### config.mk
export PLATFORM = sky130hd
export DESIGN_NAME = regfile_read_flat
export DESIGN_NICKNAME = d
export VERILOG_FILES = /design/src/rtl/regfile_read_if.sv /design/src/rtl/regfile_read.sv /design/src/flat_wrapper.sv
export SDC_FILE = /design/constraint.sdc
export NUM_CORES = 2
export LEC_CHECK = 0
export CORE_MARGIN = 2
export CORE_UTILIZATION = 35
export DETAILED_ROUTE_END_ITERATION = 6
export GPL_TIMING_DRIVEN = 0
export PLACE_DENSITY_LB_ADDON = 0.3
export SYNTH_ARGS = -nofsm -noshare
export SYNTH_HDL_FRONTEND = slang
export SYNTH_SLANG_ARGS = --single-unit
### constraint.sdc
create_clock -name clk -period 45.1 [get_ports clk]
set_input_delay 6.765 -clock clk [delete_from_list [all_inputs] [get_ports clk]]
set_output_delay 6.765 -clock clk [all_outputs]
set_load 0.05 [all_outputs]
### src/rtl/regfile_read_if.sv
// Operand-read stage bus: instruction input, writeback stream, and issued-operand output.
interface regfile_read_if #(parameter int XLEN = 32);
    logic            in_valid;
    logic            in_ready;
    logic [31:0]     IR_in;
    logic [31:0]     PC_in;
    logic            wb_valid;
    logic [4:0]      wb_address;
    logic [XLEN-1:0] wb_data;
    logic            out_valid;
    logic            out_ready;
    logic [31:0]     IR;
    logic [31:0]     PC;
    logic [XLEN-1:0] A;
    logic [XLEN-1:0] B;

    modport slave (
        input  in_valid, IR_in, PC_in, wb_valid, wb_address, wb_data, out_ready,
        output in_ready, out_valid, IR, PC, A, B
    );

    modport master (
        output in_valid, IR_in, PC_in, wb_valid, wb_address, wb_data, out_ready,
        input  in_ready, out_valid, IR, PC, A, B
    );
endinterface

### src/rtl/regfile_read.sv
// RV32I operand-read stage with integer register file and busy-bit scoreboard.
// Optional write-through bypass of same-cycle writeback enabled by REGREAD_BYPASS_EN.
module regfile_read #(
    parameter int XLEN = 32,
    parameter int NREG = 32
) (
    input logic           clk,
    input logic           rst,
    regfile_read_if.slave bus
);
    localparam logic [6:0] OP_LUI    = 7'b0110111;
    localparam logic [6:0] OP_AUIPC  = 7'b0010111;
    localparam logic [6:0] OP_JAL    = 7'b1101111;
    localparam logic [6:0] OP_RTYPE  = 7'b0110011;
    localparam logic [6:0] OP_STORE  = 7'b0100011;
    localparam logic [6:0] OP_BRANCH = 7'b1100011;

    logic [6:0]      opcode;
    logic [4:0]      rs1, rs2, rd;
    logic            uses_rs1, uses_rs2, writes_rd;
    logic            hazard, issue, wb_en;
    logic [NREG-1:0] busy, busy_chk, wb_mask, set_mask;
    logic [XLEN-1:0] regs [NREG];
    logic [XLEN-1:0] op_a, op_b;

    assign opcode = bus.IR_in[6:0];
    assign rs1    = bus.IR_in[19:15];
    assign rs2    = bus.IR_in[24:20];
    assign rd     = bus.IR_in[11:7];

    assign uses_rs1  = !(opcode == OP_LUI || opcode == OP_AUIPC || opcode == OP_JAL);
    assign uses_rs2  = (opcode == OP_RTYPE) || (opcode == OP_STORE) || (opcode == OP_BRANCH);
    assign writes_rd = !(opcode == OP_STORE || opcode == OP_BRANCH) && (rd != 5'd0);

    assign wb_en = bus.wb_valid && (bus.wb_address != 5'd0);

    always_comb begin
        wb_mask = '0;
        if (wb_en) wb_mask[bus.wb_address] = 1'b1;
    end

`ifdef REGREAD_BYPASS_EN
    // A register being written back this cycle is already resolved.
    assign busy_chk = busy & ~wb_mask;
`else
    assign busy_chk = busy;
`endif

    assign hazard = (uses_rs1 && busy_chk[rs1]) ||
                    (uses_rs2 && busy_chk[rs2]) ||
                    (writes_rd && busy_chk[rd]);

    assign bus.in_ready = !rst && (!bus.out_valid || bus.out_ready) && !hazard;
    assign issue        = bus.in_valid && bus.in_ready;

    always_comb begin
        set_mask = '0;
        if (issue && writes_rd) set_mask[rd] = 1'b1;
    end

    always_comb begin
        op_a = (rs1 == 5'd0) ? '0 : regs[rs1];
        op_b = (rs2 == 5'd0) ? '0 : regs[rs2];
`ifdef REGREAD_BYPASS_EN
        if (wb_en && bus.wb_address == rs1) op_a = bus.wb_data;
        if (wb_en && bus.wb_address == rs2) op_b = bus.wb_data;
`endif
    end

    always_ff @(posedge clk or posedge rst) begin
        if (rst) begin
            for (int i = 0; i < NREG; i++) regs[i] <= '0;
        end else if (wb_en) begin
            regs[bus.wb_address] <= bus.wb_data;
        end
    end

    // Issue-side set is ORed after the writeback clear so it wins on collision.
    always_ff @(posedge clk or posedge rst) begin
        if (rst) busy <= '0;
        else     busy <= (busy & ~wb_mask) | set_mask;
    end

    always_ff @(posedge clk or posedge rst) begin
        if (rst) begin
            bus.out_valid <= 1'b0;
            bus.IR        <= '0;
            bus.PC        <= '0;
            bus.A         <= '0;
            bus.B         <= '0;
        end else if (issue) begin
            bus.out_valid <= 1'b1;
            bus.IR        <= bus.IR_in;
            bus.PC        <= bus.PC_in;
            bus.A         <= op_a;
            bus.B         <= op_b;
        end else if (bus.out_ready) begin
            bus.out_valid <= 1'b0;
        end
    end
endmodule

### src/flat_wrapper.sv
// flat-port wrapper written by rule: the top's interface ports become plain ports
module regfile_read_flat 
#(
    parameter int XLEN = 32,
    parameter int NREG = 32
)
  (clk, rst, bus_in_valid, bus_IR_in, bus_PC_in, bus_wb_valid, bus_wb_address, bus_wb_data, bus_out_ready, bus_in_ready, bus_out_valid, bus_IR, bus_PC, bus_A, bus_B);
  regfile_read_if #(.XLEN(XLEN)) bus_i ();
  input logic clk;
  input logic rst;
  input wire logic [$bits(bus_i.in_valid)-1:0] bus_in_valid;
  input wire logic [$bits(bus_i.IR_in)-1:0] bus_IR_in;
  input wire logic [$bits(bus_i.PC_in)-1:0] bus_PC_in;
  input wire logic [$bits(bus_i.wb_valid)-1:0] bus_wb_valid;
  input wire logic [$bits(bus_i.wb_address)-1:0] bus_wb_address;
  input wire logic [$bits(bus_i.wb_data)-1:0] bus_wb_data;
  input wire logic [$bits(bus_i.out_ready)-1:0] bus_out_ready;
  output wire logic [$bits(bus_i.in_ready)-1:0] bus_in_ready;
  output wire logic [$bits(bus_i.out_valid)-1:0] bus_out_valid;
  output wire logic [$bits(bus_i.IR)-1:0] bus_IR;
  output wire logic [$bits(bus_i.PC)-1:0] bus_PC;
  output wire logic [$bits(bus_i.A)-1:0] bus_A;
  output wire logic [$bits(bus_i.B)-1:0] bus_B;
  assign bus_i.in_valid = bus_in_valid;
  assign bus_i.IR_in = bus_IR_in;
  assign bus_i.PC_in = bus_PC_in;
  assign bus_i.wb_valid = bus_wb_valid;
  assign bus_i.wb_address = bus_wb_address;
  assign bus_i.wb_data = bus_wb_data;
  assign bus_i.out_ready = bus_out_ready;
  assign bus_in_ready = bus_i.in_ready;
  assign bus_out_valid = bus_i.out_valid;
  assign bus_IR = bus_i.IR;
  assign bus_PC = bus_i.PC;
  assign bus_A = bus_i.A;
  assign bus_B = bus_i.B;
  regfile_read #(.XLEN(XLEN), .NREG(NREG)) u_core (.clk(clk), .rst(rst), .bus(bus_i));
endmodule
* Word level (Yosys, flattened, before mapping) *
Index checks and enable logic that the tools add are counted.

operators by class
  magnitude comparators = 10
  equal/unequal tests = 6
  multiplexer cells = 25
  bitwise gates (word level) = 6
  reductions and logical operators = 30

operators by type and width
  operator                                             count
  bitwise mux 1024 bit                                 1
  binary-select mux 32 bit (select 5 bit)              2
  two-way mux 32 bit                                   9
  demux 32 bit (select 5 bit)                          1
  bitwise AND 32 bit                                   1
  NOT 32 bit                                           1
  OR 32 bit                                            1
  < comparator 5 x 6 -> 1 bit, second input constant   4
  == test 7 x 6 -> 1 bit, second input constant        3
  >= comparator 6 bit, second input constant           3
  NOT 5 -> 6 bit                                       3
  binary-select mux 1 bit (select 5 bit)               3
  == test 7 bit, second input constant                 2
  logical AND 1 bit                                    12
  demux 1 bit (select 5 bit)                           2
  >= comparator 5 x 1 -> 1 bit, second input constant  2
  logical NOT 5 bit                                    2
  nonzero test 5 bit                                   2
  logical OR 1 bit                                     8
  == test 7 x 5 -> 1 bit, second input constant        1
  two-way mux 1 bit                                    7
  < comparator 6 x 1 -> 1 bit, second input constant   1
  logical NOT 1 bit                                    5
  nonzero test 2 bit                                   1

word-level totals
  register bits after elaboration = 1185
  bits of input ports = 106
  output and inout port bits = 130
  logic and storage cells = 115

* Logic depth before layout (Yosys ltp) *
  word-level depth = 13
  depth in mapped cells = 11
  mapped depth without buffers = 6

* Worst setup path before layout *
Ideal clock, no wire load.

  kind = in2out
  from = input bus_IR_in[15]
  to = output bus_in_ready
  data arrival time = 9.266 ns
  slack = 29.069 ns
  stages = 6
  buffers on the path = 1
  cells stage by stage = buf_4 > mux4_2 > mux2_2 > a211oi_1 > o311a_1 > nor3b_1

between the ends
  longest elaborated chain between the ends = 7

ends and longest elaborated chain
  element                                  RTL line            text
  start: declaration                       flat_wrapper.sv:12  input wire logic [$bits(bus_i.IR_in)-1:0] bus_IR_in;
  binary-select mux 1 bit (select 5 bit)   regfile_read.sv:49  assign hazard = (uses_rs1 && busy_chk[rs1]) ||
  two-way mux 1 bit (implied by the code)  regfile_read.sv:49
  logical AND 1 bit                        regfile_read.sv:49
  logical OR 1 bit                         regfile_read.sv:49
  logical OR 1 bit                         regfile_read.sv:50  (uses_rs2 && busy_chk[rs2]) ||
  logical NOT 1 bit                        regfile_read.sv:53  assign bus.in_ready = !rst && (!bus.out_valid || bus.out_ready) && !hazard;
  logical AND 1 bit                        regfile_read.sv:53
  end: declaration                         flat_wrapper.sv:18  output wire logic [$bits(bus_i.in_ready)-1:0] bus_in_ready;

No other way between the ends. The select of a mux whose other input is x is not followed.

* Worst setup path after layout *
  from = input bus_IR_in[17]
  to = output bus_in_ready

The elaborated chain is that of the path after synthesis.

==> impl_metrics.yaml <==
timing:
  whs_ns: 0.4766
  finClkSkew_ns: 0.02990
  grt_setup_unrepaired: "no"
  finalSetupTns_ns: 0
  fin_crit_ns: 17.46
  post-route-period-util_pct: 38.71
  relSlewSlack_pct: -6.754
  drv_slew: 106
  fmax_mhz: 57.28
  setup_viol: 0
  finalHoldViolCount: 0
  worstMarginPinSlew_ns: 1.601
route:
  viasPerCell: 6.193
  routed_wl_mm: 250.6
  firstDrtPassIters: 6
  drc_errors: 0
  drtIter0Drc: 5841
  wl_per_cell_um: 36.77
  num_vias: 42220
  ant_nets: 0
clocking:
  worstSkewPairLatency_ns: 0.82
  cts_num_sinks: 1185
  hold_buffers: 0
  post_cts_buffers: 0
  htreeDepth: 4
  cts-buffers-inserted: 138
  cts_tree: "yes"
  clk_pin_slew_ns: 0.05
  cts-root-buf: "clkbuf_16"
  post_cts_resized: 0
  clock_path_buffers: 3
setup_path:
  start_kind: "input pin"
  worstPathMaxFanout: 10
  timing.rr.end: "u_core.bus.B[18]"
  crit_path_end_kind: "output pin"
  crit_arrival_ns: 10.69
  critPathKind: "in2out"
  reg2reg_depth: 8
  timing.rr.start: "u_core.busy[15]"
  ff2ff_setup_slack_ns: 41.93
  required_ns: 38.33
yosys:
  synth_top_area_share_pct: 48.19
  netlist_area_um2: 61530
  synth-compound-area-share_pct: 3.217
  async_flop_share_pct: 100.0
  syn_inst: 4011
  synth_top_family_by_area: "multiplexers"
  synth-simple-area-share_pct: 1.974
  synthMuxAreaShare_pct: 43.32
  yosys_warnings: 0
  synth_adder_area_share_pct: 0
  yosys.area.top_type: "dfrtp_1"
  syn_nets: 4117
  synth_xor_area_share_pct: 0
  synth_flop_cell: "dfrtp_1"
  synth_edf_count: 0
  synth_seq_cells: 1185
  synth_cell_types: 47
  syn_avg_cell_area_um2: 15.34
  seq_area_frac_synth_pct: 48.19
  synth_area_leaders: "dfrtp_1, mux2_2, mux4_2"
status:
  failed_checks: "max-capacitance violations, max-slew violations"
  status: "complete, but fails checks"
floorplan:
  rows: 153
  die_h_um: 423.3
  coreArea_um2: 174200
  initial_core_util_pct: 35.32
  fp.dieW_um: 423.3
  ios: 236
  die_area_um2: 179200
power:
  p_per_area_nw_per_um2: 49.62
  p_total_mw: 3.553
  power.switching_mw: 1.145
  comb_power_share_pct: 27.0
  p_int_mw: 2.408
  p_leak_nw: 30.15
  peakVddDrop_v: 0.00004251
  pwr-share-seq_pct: 40.6
  power.share.clock_pct: 32.4
  p_sw_share_pct: 32.22
run:
  drv_cap: 10
global_routing:
  grt-ovfl-total: 0
  grt_pass1_wl_mm: 343.9
  grt_pass1_vias: 41580
  grt_start_max_net_pins: 124
  antenna_found_initial: 18
  grtUsageTotal_pct: 27.70
cells_and_area:
  mostFrequentLayoutCell: "dfrtp_1"
  final_cell_mix: "dfrtp_1, mux2_2, mux4_2"
  fillers: 16130
  final_util_pct: 41.10
  drive_gt1_share_pct: 44.81
  final_cell_count_no_fill: 6817
  nNetsFinal: 4496
  area_delta_synth_final_pct: 16.37
place:
  port_buffers: 226
  place_congestion: 0.9949
  dp_cells: 6575
  dp_hpwl_mm: 183.5
min_path:
  min_path_type: "reg2reg"
  hold_path_end: "u_core.regs[998]"
  hold_depth: 1
  worstHoldStart: "u_core.regs[998]"
-- synth_stat cells, types with 3 or more instances --
library cell,instances
dfrtp_1,1185
mux2_2,1097
mux4_2,507
clkbuf_1,303
mux2i_1,186
nor3_1,76
buf_2,73
mux2_4,68
buf_1,58
nor2_1,55
o221ai_1,53
a221oi_1,43
a211oi_1,35
a21oi_1,34
o22ai_1,29
a22o_1,28
nand2b_1,27
nand2_1,23
o211ai_1,22
inv_1,20
nor2b_1,17
buf_4,13
buf_8,7
nand3b_1,5
nor3b_1,5
or2_2,5
nand3_1,4
o2bb2ai_1,4
buf_6,3
or3b_2,3
-- how the worst max path moves through the flow --
stage	from	slack [ns]	end
finish	bus_IR_in[17]	27.64	bus_in_ready
global route	bus_IR_in[17]	27.55	bus_in_ready
CTS	bus_IR_in[17]	27.69	bus_in_ready
detailed placement	bus_IR_in[17]	27.71	bus_in_ready
global placement	rst	-10.25	u_core.regs[281]
floorplan	rst	4.95	u_core.bus.A[0]
-- power by group through the flow --
stage          Combinational (mW)  Clock [mW]  Sequential, mW
3_5_place_dp                0.939           0            1.45
6_report                    0.959        1.15            1.44
4_1_cts                     0.942        1.16            1.44
2_1_floorplan               0.498           0            1.56
3_3_place_gp                0.925           0            1.45
5_1_grt                     0.988        1.20            1.47
-- kinds of logic after synthesis --
family | Yosys count
AND/OR/NAND/NOR | 235
AO/OA/AOI/OAI | 256
buffers and inverters | 477
multiplexers | 1858
flip-flops | 1185
-- metrics by stage --
| step | instance area, um2 | worst slack (ns) |
|---|---|---|
| finish | 71600 | 27.64 |
| detailed placement | 67060 | 27.71 |
| CTS | 71590 | 27.69 |
| floorplan | 61530 | 4.954 |
| global route | 71600 | 27.55 |
| global placement | 66710 | -10.25 |
-- layer usage --
layer | track usage (%) | wire length, um
met3 | 9.274 | 27880
met4 | 15.61 | 16140
met1 | 36.28 | 98340
met5 | 0 | 59
met2 | 40.14 | 108200
-- critical path: stages --
cell	delay (ns)
clkdlybuf4s50_1	0.52
clkbuf_1	1.14
mux4_2	0.43
mux2_2	0.31
a211oi_1	0.26
o311a_1	0.21
nor3b_1	0.20
clkdlybuf4s50_1	0.85
-- final cells by class --
cell class	instances	area [um2]	share of cell area (%)
antenna	6	15.01	0.02097
buffer	457	1976	2.759
clock buffer	198	3981	5.560
clock inverter	38	544.3	0.7601
inverter	20	82.58	0.1153
multi-input combinational	2349	29850	41.69
sequential	1185	29650	41.41
tap	2325	2909	4.063
timing repair buffer	239	2595	3.624
-- flip-flops by register name, summed over array words and instances, names as in the netlist --
name                  cells
u_core.regs            1024
u_core.bus.PC            32
u_core.bus.IR            32
u_core.bus.out_valid      1
u_core.bus.A             32
u_core.bus.B             32
u_core.busy              32
Note: power is estimated with default switching activity, not from simulation.
